## config.mk

```make
export PLATFORM = sky130hd
export DESIGN_NAME = bu_sched
export DESIGN_NICKNAME = d
export VERILOG_FILES = /design/src/rtl/bu_sched.sv
export SDC_FILE = /design/constraint.sdc
export NUM_CORES = 1
export LEC_CHECK = 0
export ABC_AREA = 1
export CAP_MARGIN = 10
export CORE_MARGIN = 2
export CORE_UTILIZATION = 30
export CTS_CLUSTER_SIZE = 24
export DETAILED_ROUTE_END_ITERATION = 10
export GPL_ROUTABILITY_DRIVEN = 0
export PLACE_DENSITY = 0.52
export SYNTH_ARGS = -nofsm -noshare
export SYNTH_HDL_FRONTEND = slang
export SYNTH_SLANG_ARGS = --single-unit
```

## constraint.sdc

```tcl
create_clock -name clk_i -period 9.35 [get_ports clk_i]
set_input_delay 0.935 -clock clk_i [delete_from_list [all_inputs] [get_ports clk_i]]
set_output_delay 0.935 -clock clk_i [all_outputs]
set_load 0.01 [all_outputs]
```

## src/rtl/bu_sched.sv

```systemverilog
// ----------------------------------------------------------------------------
// bu_sched -- address and control sequencer for the NTT butterfly datapath.
//
// Runs the full LOG_N-stage loop nest for a forward Cooley-Tukey (CT) or
// inverse Gentleman-Sande (GS) transform. Issues one butterfly per cycle:
// u/t coefficient read addresses plus the twiddle index k. The same u/t
// addresses come back out as write-back addresses MEM_LAT+BU_LAT cycles
// later. Between stages the sequencer drains for that same latency so a
// stage never reads a location the previous stage has not written yet.
//
// Optional feature macro: BU_SCHED_STALL_EN
//   defined   -> stall_i port exists; stall_i=1 in ISSUE holds issue.
//   undefined -> no stall_i port; issue is never paused.
//
// Parameters
//   LOG_N    log2 of transform size N (N/2 butterflies per stage)
//   MEM_LAT  coefficient/twiddle memory read latency
//   BU_LAT   butterfly latency
//
// Ports
//   clk_i         clock, rising edge
//   rst_ni        asynchronous active-low reset
//   start_i       start request, sampled only in IDLE
//   ct_ngs_i      mode (1 = CT, 0 = GS), latched with start_i
//   stall_i       issue hold (BU_SCHED_STALL_EN only)
//   busy_o        transform in progress
//   done_o        one-cycle completion pulse
//   bu_ct_ngs_o   latched mode to the butterfly
//   rd_en_o       read strobe
//   rd_addr_u_o   u read address
//   rd_addr_t_o   t read address
//   tw_addr_o     twiddle index k
//   wr_en_o       write-back strobe
//   wr_addr_u_o   u write-back address
//   wr_addr_t_o   t write-back address
// ----------------------------------------------------------------------------
// state  | meaning
// -------+-------------------------------------------------------------------
// IDLE   | waiting for start_i; all strobes low
// ISSUE  | one butterfly per cycle for the current stage
// DRAIN  | waiting out the read+butterfly latency before the next stage
// ----------------------------------------------------------------------------
module bu_sched #(
    parameter int LOG_N   = 8,
    parameter int MEM_LAT = 1,
    parameter int BU_LAT  = 2
) (
    input  logic             clk_i,
    input  logic             rst_ni,
    input  logic             start_i,
    input  logic             ct_ngs_i,
`ifdef BU_SCHED_STALL_EN
    input  logic             stall_i,
`endif
    output logic             busy_o,
    output logic             done_o,
    output logic             bu_ct_ngs_o,
    output logic             rd_en_o,
    output logic [LOG_N-1:0] rd_addr_u_o,
    output logic [LOG_N-1:0] rd_addr_t_o,
    output logic [LOG_N-1:0] tw_addr_o,
    output logic             wr_en_o,
    output logic [LOG_N-1:0] wr_addr_u_o,
    output logic [LOG_N-1:0] wr_addr_t_o
);

    localparam int LAT = MEM_LAT + BU_LAT;
    localparam int DW  = (LAT > 1) ? $clog2(LAT) : 1;

    typedef logic [LOG_N-1:0] idx_t;

    localparam idx_t ONE      = idx_t'(1);
    localparam idx_t LOG_N_M1 = idx_t'(LOG_N - 1);

    typedef enum logic [1:0] {
        S_IDLE  = 2'd0,
        S_ISSUE = 2'd1,
        S_DRAIN = 2'd2
    } state_t;

    state_t        state_q;
    idx_t          stage_q;
    idx_t          base_q;
    idx_t          off_q;
    idx_t          k_q;
    logic [DW-1:0] drain_q;

    logic stall_w;
`ifdef BU_SCHED_STALL_EN
    assign stall_w = stall_i;
`else
    assign stall_w = 1'b0;
`endif

    // Half-span of a butterfly in a given stage: CT halves it each stage,
    // GS doubles it.
    function automatic idx_t len_of(input idx_t stage_v, input logic ct);
        if (ct) begin
            return ONE << (LOG_N_M1 - stage_v);
        end
        return ONE << stage_v;
    endfunction

    idx_t len_cur;
    idx_t len_first;
    idx_t len_next;
    idx_t k_init;
    idx_t k_step;
    idx_t base_adv;
    idx_t base_nx;
    idx_t off_nx;
    idx_t k_nx;
    idx_t u_nx;
    idx_t t_nx;
    logic off_last;
    logic stage_end;
    logic last_stage;

    // The counters hold the butterfly most recently issued; this block
    // derives the one that follows it.
    always_comb begin
        len_cur    = len_of(stage_q, bu_ct_ngs_o);
        len_first  = len_of('0, ct_ngs_i);
        len_next   = len_of(stage_q + ONE, bu_ct_ngs_o);
        k_init     = ct_ngs_i ? ONE : '1;
        k_step     = bu_ct_ngs_o ? (k_q + ONE) : (k_q - ONE);
        off_last   = (off_q == (len_cur - ONE));
        // Group base wraps to 0 at N, which marks the end of the stage.
        base_adv   = base_q + (len_cur << 1);
        stage_end  = off_last && (base_adv == '0);
        last_stage = (stage_q == LOG_N_M1);
        if (off_last) begin
            base_nx = base_adv;
            off_nx  = '0;
            k_nx    = k_step;
        end else begin
            base_nx = base_q;
            off_nx  = off_q + ONE;
            k_nx    = k_q;
        end
        u_nx = base_nx + off_nx;
        t_nx = u_nx + len_cur;
    end

    always_ff @(posedge clk_i or negedge rst_ni) begin
        if (!rst_ni) begin
            state_q     <= S_IDLE;
            stage_q     <= '0;
            base_q      <= '0;
            off_q       <= '0;
            k_q         <= '0;
            drain_q     <= '0;
            busy_o      <= 1'b0;
            done_o      <= 1'b0;
            bu_ct_ngs_o <= 1'b0;
            rd_en_o     <= 1'b0;
            rd_addr_u_o <= '0;
            rd_addr_t_o <= '0;
            tw_addr_o   <= '0;
        end else begin
            done_o      <= 1'b0;
            rd_en_o     <= 1'b0;
            rd_addr_u_o <= '0;
            rd_addr_t_o <= '0;
            tw_addr_o   <= '0;
            case (state_q)
                S_IDLE: begin
                    if (start_i) begin
                        state_q     <= S_ISSUE;
                        busy_o      <= 1'b1;
                        bu_ct_ngs_o <= ct_ngs_i;
                        stage_q     <= '0;
                        base_q      <= '0;
                        off_q       <= '0;
                        k_q         <= k_init;
                        rd_en_o     <= 1'b1;
                        rd_addr_u_o <= '0;
                        rd_addr_t_o <= len_first;
                        tw_addr_o   <= k_init;
                    end
                end
                S_ISSUE: begin
                    if (stall_w) begin
                        // hold all counters; rd_en_o stays low this cycle
                    end else if (stage_end) begin
                        state_q <= S_DRAIN;
                        drain_q <= DW'(LAT - 1);
                        base_q  <= '0;
                        off_q   <= '0;
                        k_q     <= k_step;
                    end else begin
                        base_q      <= base_nx;
                        off_q       <= off_nx;
                        k_q         <= k_nx;
                        rd_en_o     <= 1'b1;
                        rd_addr_u_o <= u_nx;
                        rd_addr_t_o <= t_nx;
                        tw_addr_o   <= k_nx;
                    end
                end
                S_DRAIN: begin
                    if (drain_q == '0) begin
                        if (last_stage) begin
                            state_q <= S_IDLE;
                            busy_o  <= 1'b0;
                            done_o  <= 1'b1;
                        end else begin
                            state_q     <= S_ISSUE;
                            stage_q     <= stage_q + ONE;
                            rd_en_o     <= 1'b1;
                            rd_addr_u_o <= '0;
                            rd_addr_t_o <= len_next;
                            tw_addr_o   <= k_q;
                        end
                    end else begin
                        drain_q <= drain_q - DW'(1);
                    end
                end
                default: begin
                    state_q <= S_IDLE;
                    busy_o  <= 1'b0;
                end
            endcase
        end
    end

    // Write-back delay line: samples the registered read outputs, so the
    // last tap reproduces them exactly LAT cycles later. Runs every cycle.
    logic sr_v [LAT];
    idx_t sr_u [LAT];
    idx_t sr_t [LAT];

    always_ff @(posedge clk_i or negedge rst_ni) begin
        if (!rst_ni) begin
            for (int i = 0; i < LAT; i++) begin
                sr_v[i] <= 1'b0;
                sr_u[i] <= '0;
                sr_t[i] <= '0;
            end
        end else begin
            sr_v[0] <= rd_en_o;
            sr_u[0] <= rd_addr_u_o;
            sr_t[0] <= rd_addr_t_o;
            for (int i = 1; i < LAT; i++) begin
                sr_v[i] <= sr_v[i-1];
                sr_u[i] <= sr_u[i-1];
                sr_t[i] <= sr_t[i-1];
            end
        end
    end

    assign wr_en_o     = sr_v[LAT-1];
    assign wr_addr_u_o = sr_u[LAT-1];
    assign wr_addr_t_o = sr_t[LAT-1];

endmodule

```

======== Word-level counts from Yosys, hierarchy flattened ========
Cells that the tools add are included.
cells by class
  $add $sub $neg .......................... 11
  multiply operators ...................... 0
  div/mod/pow operators ................... 0
  $lt $le $gt $ge ......................... 0
  equal/unequal tests ..................... 10
  shifts and indexed selects .............. 4
  multiplexer cells ....................... 55
  bitwise gates (word level) .............. 1
  reduce and logical (&&, ||, !) cells .... 13
operator list
  operator               count
  $mux W8                28
  $pmux W8 S2            4
  $pmux W8 S3            2
  $shl A1 B8 Y8 const A  4
  $add A8 B1 Y8 const B  3
  $add A8 B8 Y8          3
  $sub A3 B8 Y8 const A  2
  $sub A8 B1 Y8 const B  2
  $mux W1                13
  $ne A2 B2 Y1 const B   6
  $eq A8 B3 Y1 const B   1
  $eq A8 B8 Y1           1
  $logic_not A8 Y1       1
  $mux W2                4
  $reduce_and A4 Y1      2
  $pmux W1 S3            2
  $pmux W2 S3            1
  $reduce_and A3 Y1      2
  $reduce_bool A2 Y1     3
  $logic_not A2 Y1       2
  $pmux W2 S2            1
  $reduce_and A2 Y1      2
  $eq A2 B1 Y1 const B   1
  $eq A2 B2 Y1 const B   1
  3 further kinds        3
word-level totals
  bits in registers ....................... 115
  bits in latches ......................... 0
  bits in writable memories ............... 0
  ROM bits ................................ 0
  input bits .............................. 4
  word-level logic and storage cells ...... 116
  memories ................................ 0

======== Depth between registers and ports, before layout ========
  depth after elaboration ................. 11
  depth in mapped cells ................... 42

======== Least setup slack after synthesis ========
Ideal clock, no wire load.
  kind .................................... reg2reg
  start ................................... reg stage_q[3]
  end ..................................... reg rd_addr_t_o[7]
  arrival ................................. 5.282 ns
  required time ........................... 9.233 ns
  slack ................................... 3.951 ns
  stages on the path, launching flop included .. 40
  buffers on the path ..................... 2
  cells stage by stage .................... dfrtp_1 > buf_4 > inv_2 > ha_1 > nor2_1 > nor2_1 > nor2_2 > nand3_4 > nor3_1 > inv_1 > nor2_1 > inv_1 > ha_1 > xor2_1 > nand2_1 > nor2_1 > nand2_1 > nor2_1 > [4 not listed] > o21ai_0 > inv_1 > ha_1 > a21oi_1 > and2_1 > nor2_1 > o21ai_0 > nand2_1 > xor2_1 > inv_1 > ha_1 > a21oi_1 > nand3_1 > or2_2 > nand2_1 > nand3_1 > nand3_1 > nand2_1
between the ends
  cells in the longest elaborated chain, start to end .. 11
RTL lines
  what                    line  text
  from (decl)             82    idx_t stage_q;
  from (signal assigned)  209   stage_q <= stage_q + ONE;
  $sub A3 B8 Y8           99    return ONE << (LOG_N_M1 - stage_v);
  $shl A1 B8 Y8           99
  $mux W8                 98    if (ct) begin
  $mux W8                 101   return ONE << stage_v;
  $sub A8 B1 Y8           127   off_last = (off_q == (len_cur - ONE));
  $eq A8 B8 Y1            127
  $mux W8                 132   if (off_last) begin
  $add A8 B8 Y8           141   u_nx = base_nx + off_nx;
  $add A8 B8 Y8           142   t_nx = u_nx + len_cur;
  $mux W8                 185   end else if (stage_end) begin
  $pmux W8 S3 *           166   case (state_q)
  to (signal assigned)    178   rd_addr_t_o <= len_first;
  to (signal assigned)    197   rd_addr_t_o <= t_nx;
  to (signal assigned)    212   rd_addr_t_o <= len_next;
  to (decl)               60    output logic [LOG_N-1:0] rd_addr_t_o,
Mark *: on every way between the ends. The rest lies on a longest branch, timed or not. The select of a mux whose other input is x is not followed.
A chain may end at the register's enable or synchronous reset.

======== Worst setup path in the final report ========
Ends and elaborated chain as after synthesis.

==> impl_metrics.csv <==
group,metric,value,unit
run_status,status,"finished, final reports clean",
route,drt_first_iter_violations,191,
synthesis,avgSynthCellArea,9.187,um2
floorplan,rows,52,
cts,post_cts_resized,0,
route,wl,13580,um
sta,hold_viol,0,
finish,final_util,36.56,%
sta,worst_pin_slew,931.7,ps
finish,final_cell_mix,"114 x nand2_1, 114 x dfrtp_1, 96 x inv_1",
floorplan,initial_core_util,30.30,%
power,comb_power_share,1.2,%
setup_path,crit_fanout,26,
synthesis,synth_top_area_share,46.84,%
synthesis,postSynthCellCount,663,
floorplan,core_area,20100,um2
global_route,grt_usage,13.81,%
cts,clock-root-buffer,"clkbuf_16",
cts,cts_made_buffers,17,
global_route,antenna_found_initial,0,
floorplan,io-pin-count,49,
sta,report.final.slew_viol_count,0,
power,clockPowerShare,56.9,%
floorplan,die_w,146.5,um
flow_run,cap_violations,0,
global_route,grt_overflow,0,
power,p_sw,231.7,uW
sta,worst_clock_skew,10.18,ps
sta,period_minus_slack,6028,ps
finish,area_delta_synth_final,20.69,%
setup_path,critPathLaunchType,"register",
setup_path,worst_path_max_delay_cell,"dfrtp_1",
route,viasPerCell,4.519,
route,final_antenna_net_count,0,
synthesis,synthFlopType,"dfrtp_1",
synthesis,synth_nets,701,
cts,hold_buffers,0,
route,num_vias,4469,
sta,worst_slack,3322,ps
route,wl_per_cell,13.73,um
sta,slew_headroom,37.89,%
finish,drive_above_1_share,10.43,%
power,p_seq_share,41.9,%
sta,rsz0062_at_grt,"false",
synthesis,yosys.area.top_type,"dfrtp_1",
cts,clk_transition_reported_paths,50,ps
route,drc,0,
finish,nNetsFinal,745,
global_route,grt_pass1_vias,4509,
min_path,hp-class,"register to register",
cts,cts_setup_buffers,0,
power,p_per_area,161.6,nW/um2
synthesis,netlist_area,6091,um2
setup_path,critPathKind,"register to register",
sta,fmax,0.1659,GHz
power,leakage,3.549,nW
synthesis,synthArstFlopShare,100.0,%
place,preCtsSetupSlack,3273,ps
setup_path,cp_data_required_time,9650,ps
power,intPower,956.5,uW
cts,clkLatencyLatePin,410,ps
synthesis,yosysSeqAreaShare,46.84,%
floorplan,die-area,21460,um2
finish,n_antenna_cell,0,
synthesis,synth_area_leaders,"dfrtp_1 47%, nand2_1 7.0%, ha_1 6.2%, inv_1 5.9%, xor2_1 3.7%",
cts,cts_tree,"built",
setup_path,critPathMaxStageDelay,580,ps
place,hpwl,10060,um
cts,cts_buffer_depth,2,
synthesis,synth_seq_cells,114,
power,peakVddDrop,0.1053,mV
floorplan,die_h,146.5,um
sta,tns,0,ps
power,sw_frac_of_total,19.50,%
route,first_pass_iters,5,
setup_path,critPathArrivalTime,6330,ps
cts,clock_sinks,114,
sta,setup_violations,0,
cts,htreeDepth,4,
synthesis,synth_edf_count,0,
setup_path,endpoint_kind,"register",
global_route,grt_max_degree,76,
synthesis,ys_types,52,
global_route,grt_pass1_wl,23200,um
sta,period_share,64.47,%
synthesis,ys_warn_count,0,
place,portBuffers,48,
registers in the layout (all words and copies together), names as in the netlist:
| name | count |
|---|---|
| sr_t | 16 |
| sr_u | 16 |
| k_q | 8 |
| off_q | 8 |
| rd_addr_t_o | 8 |
| rd_addr_u_o | 8 |
| stage_q | 8 |
| tw_addr_o | 8 |
| wr_addr_t_o | 8 |
| wr_addr_u_o | 8 |
| base_q | 7 |
| drain_q | 2 |
| sr_v | 2 |
| state_q | 2 |
| bu_ct_ngs_o | 1 |
| busy_o | 1 |
| done_o | 1 |
| rd_en_o | 1 |
| wr_en_o | 1 |
critical path, delay by kind of cell (launching register included):
| kind | cells | cell delay, ps |
|---|---|---|
| AOI/OAI and AO/OA | 4 | 740 |
| xor gates and xnor gates | 2 | 320 |
| adders and majority gates | 4 | 1300 |
| buffers and inverters | 5 | 460 |
| DFF | 1 | 580 |
| and+or+nand+nor | 22 | 2520 |
synthesized netlist by cell type (2+ instances only):
| master | count |
|---|---|
| inv_2 | 7 |
| clkinv_1 | 2 |
| dfrtp_1 | 114 |
| o211a_1 | 3 |
| nand2_2 | 6 |
| or2_1 | 2 |
| a22o_1 | 2 |
| nand2_4 | 2 |
| inv_1 | 96 |
| buf_6 | 4 |
| o22ai_1 | 19 |
| o21ai_1 | 7 |
| nand3_4 | 3 |
| nor3_1 | 6 |
| nor4_1 | 2 |
| o21ai_0 | 24 |
| a21oi_1 | 21 |
| xor2_1 | 26 |
| nand4_1 | 8 |
| clkbuf_1 | 3 |
| fa_1 | 4 |
| nor2_4 | 2 |
| nand3_1 | 38 |
| xor2_2 | 2 |
| nand2_1 | 114 |
| o211ai_1 | 9 |
| nor2_2 | 3 |
| ha_1 | 30 |
| nand3_2 | 4 |
| xnor2_1 | 6 |
| buf_4 | 18 |
| or2_2 | 2 |
| a211o_1 | 3 |
| nor2_8 | 3 |
| nor2_1 | 49 |
| and2_1 | 3 |
kinds of logic (layout without fill, tap and decap cells):
group,after synthesis,in the layout,share of synthesized area [%]
AO/OA/AOI/OAI,96,96,9.778
XOR/XNOR,35,35,5.588
adder cells (fa/ha/maj),34,34,7.477
buffers and inverters,133,189,9.943
flip-flops,114,114,46.84
other,1,1,0.06157
AND/OR/NAND/NOR,250,250,20.32
per-stage QoR:
| step | total power, mW | cell area (um2) | hold slack [ps] | std cells |
|---|---|---|---|---|
| 2_1_floorplan | 0.5076 | 6091 | 331.2 | 663 |
| 3_3_place_gp | 0.5210 | 6733 | 331.5 | 958 |
| 3_5_place_dp | 0.5211 | 6733 | 334.7 | 958 |
| 4_1_cts | 1.204 | 7351 | 345.5 | 989 |
| 5_1_grt | 1.231 | 7351 | 346.2 | 989 |
| 6_report | 1.188 | 7351 | 344.5 | 989 |
metal layers:
layer  global-route usage (%)  wire (um)
met5                        0          0
met4                    7.184        444
met3                    2.906        495
met2                    22.05       6271
met1                    17.69       6367
power groups by stage:
stage	logic (mW)	clock network, mW	registers [mW]
floorplan	0.00172	0	0.506
global route	0.0170	0.717	0.497
global placement	0.0154	0	0.506
detailed placement	0.0153	0	0.506
finish	0.0143	0.676	0.497
CTS	0.0154	0.692	0.497
cell type report:
cell class	instances	area [um2]
Tap cell	270	337.8
Clock inverter	10	157.7
Multi-Input combinational cell	416	2633
Timing Repair Buffer	51	500.5
Inverter	107	409.1
Clock buffer	21	460.4
Fill cell	2017	12750
Sequential cell	114	2853
final timing paths:
check	start	to	slack (ps)	cells past startpoint
max	stage_q[3]	rd_addr_t_o[7]	3320	37
min	sr_t[22]	sr_t[14]	340	0
max reg2reg	stage_q[3]	rd_addr_t_o[7]	3320	37
min reg2reg	sr_t[22]	sr_t[14]	340	0
max in group asynchronous	rst_ni	sr_t[21]	7510	2
min in group asynchronous	rst_ni	tw_addr_o[7]	500	1
Note: power is estimated with default switching activity, not from simulation.
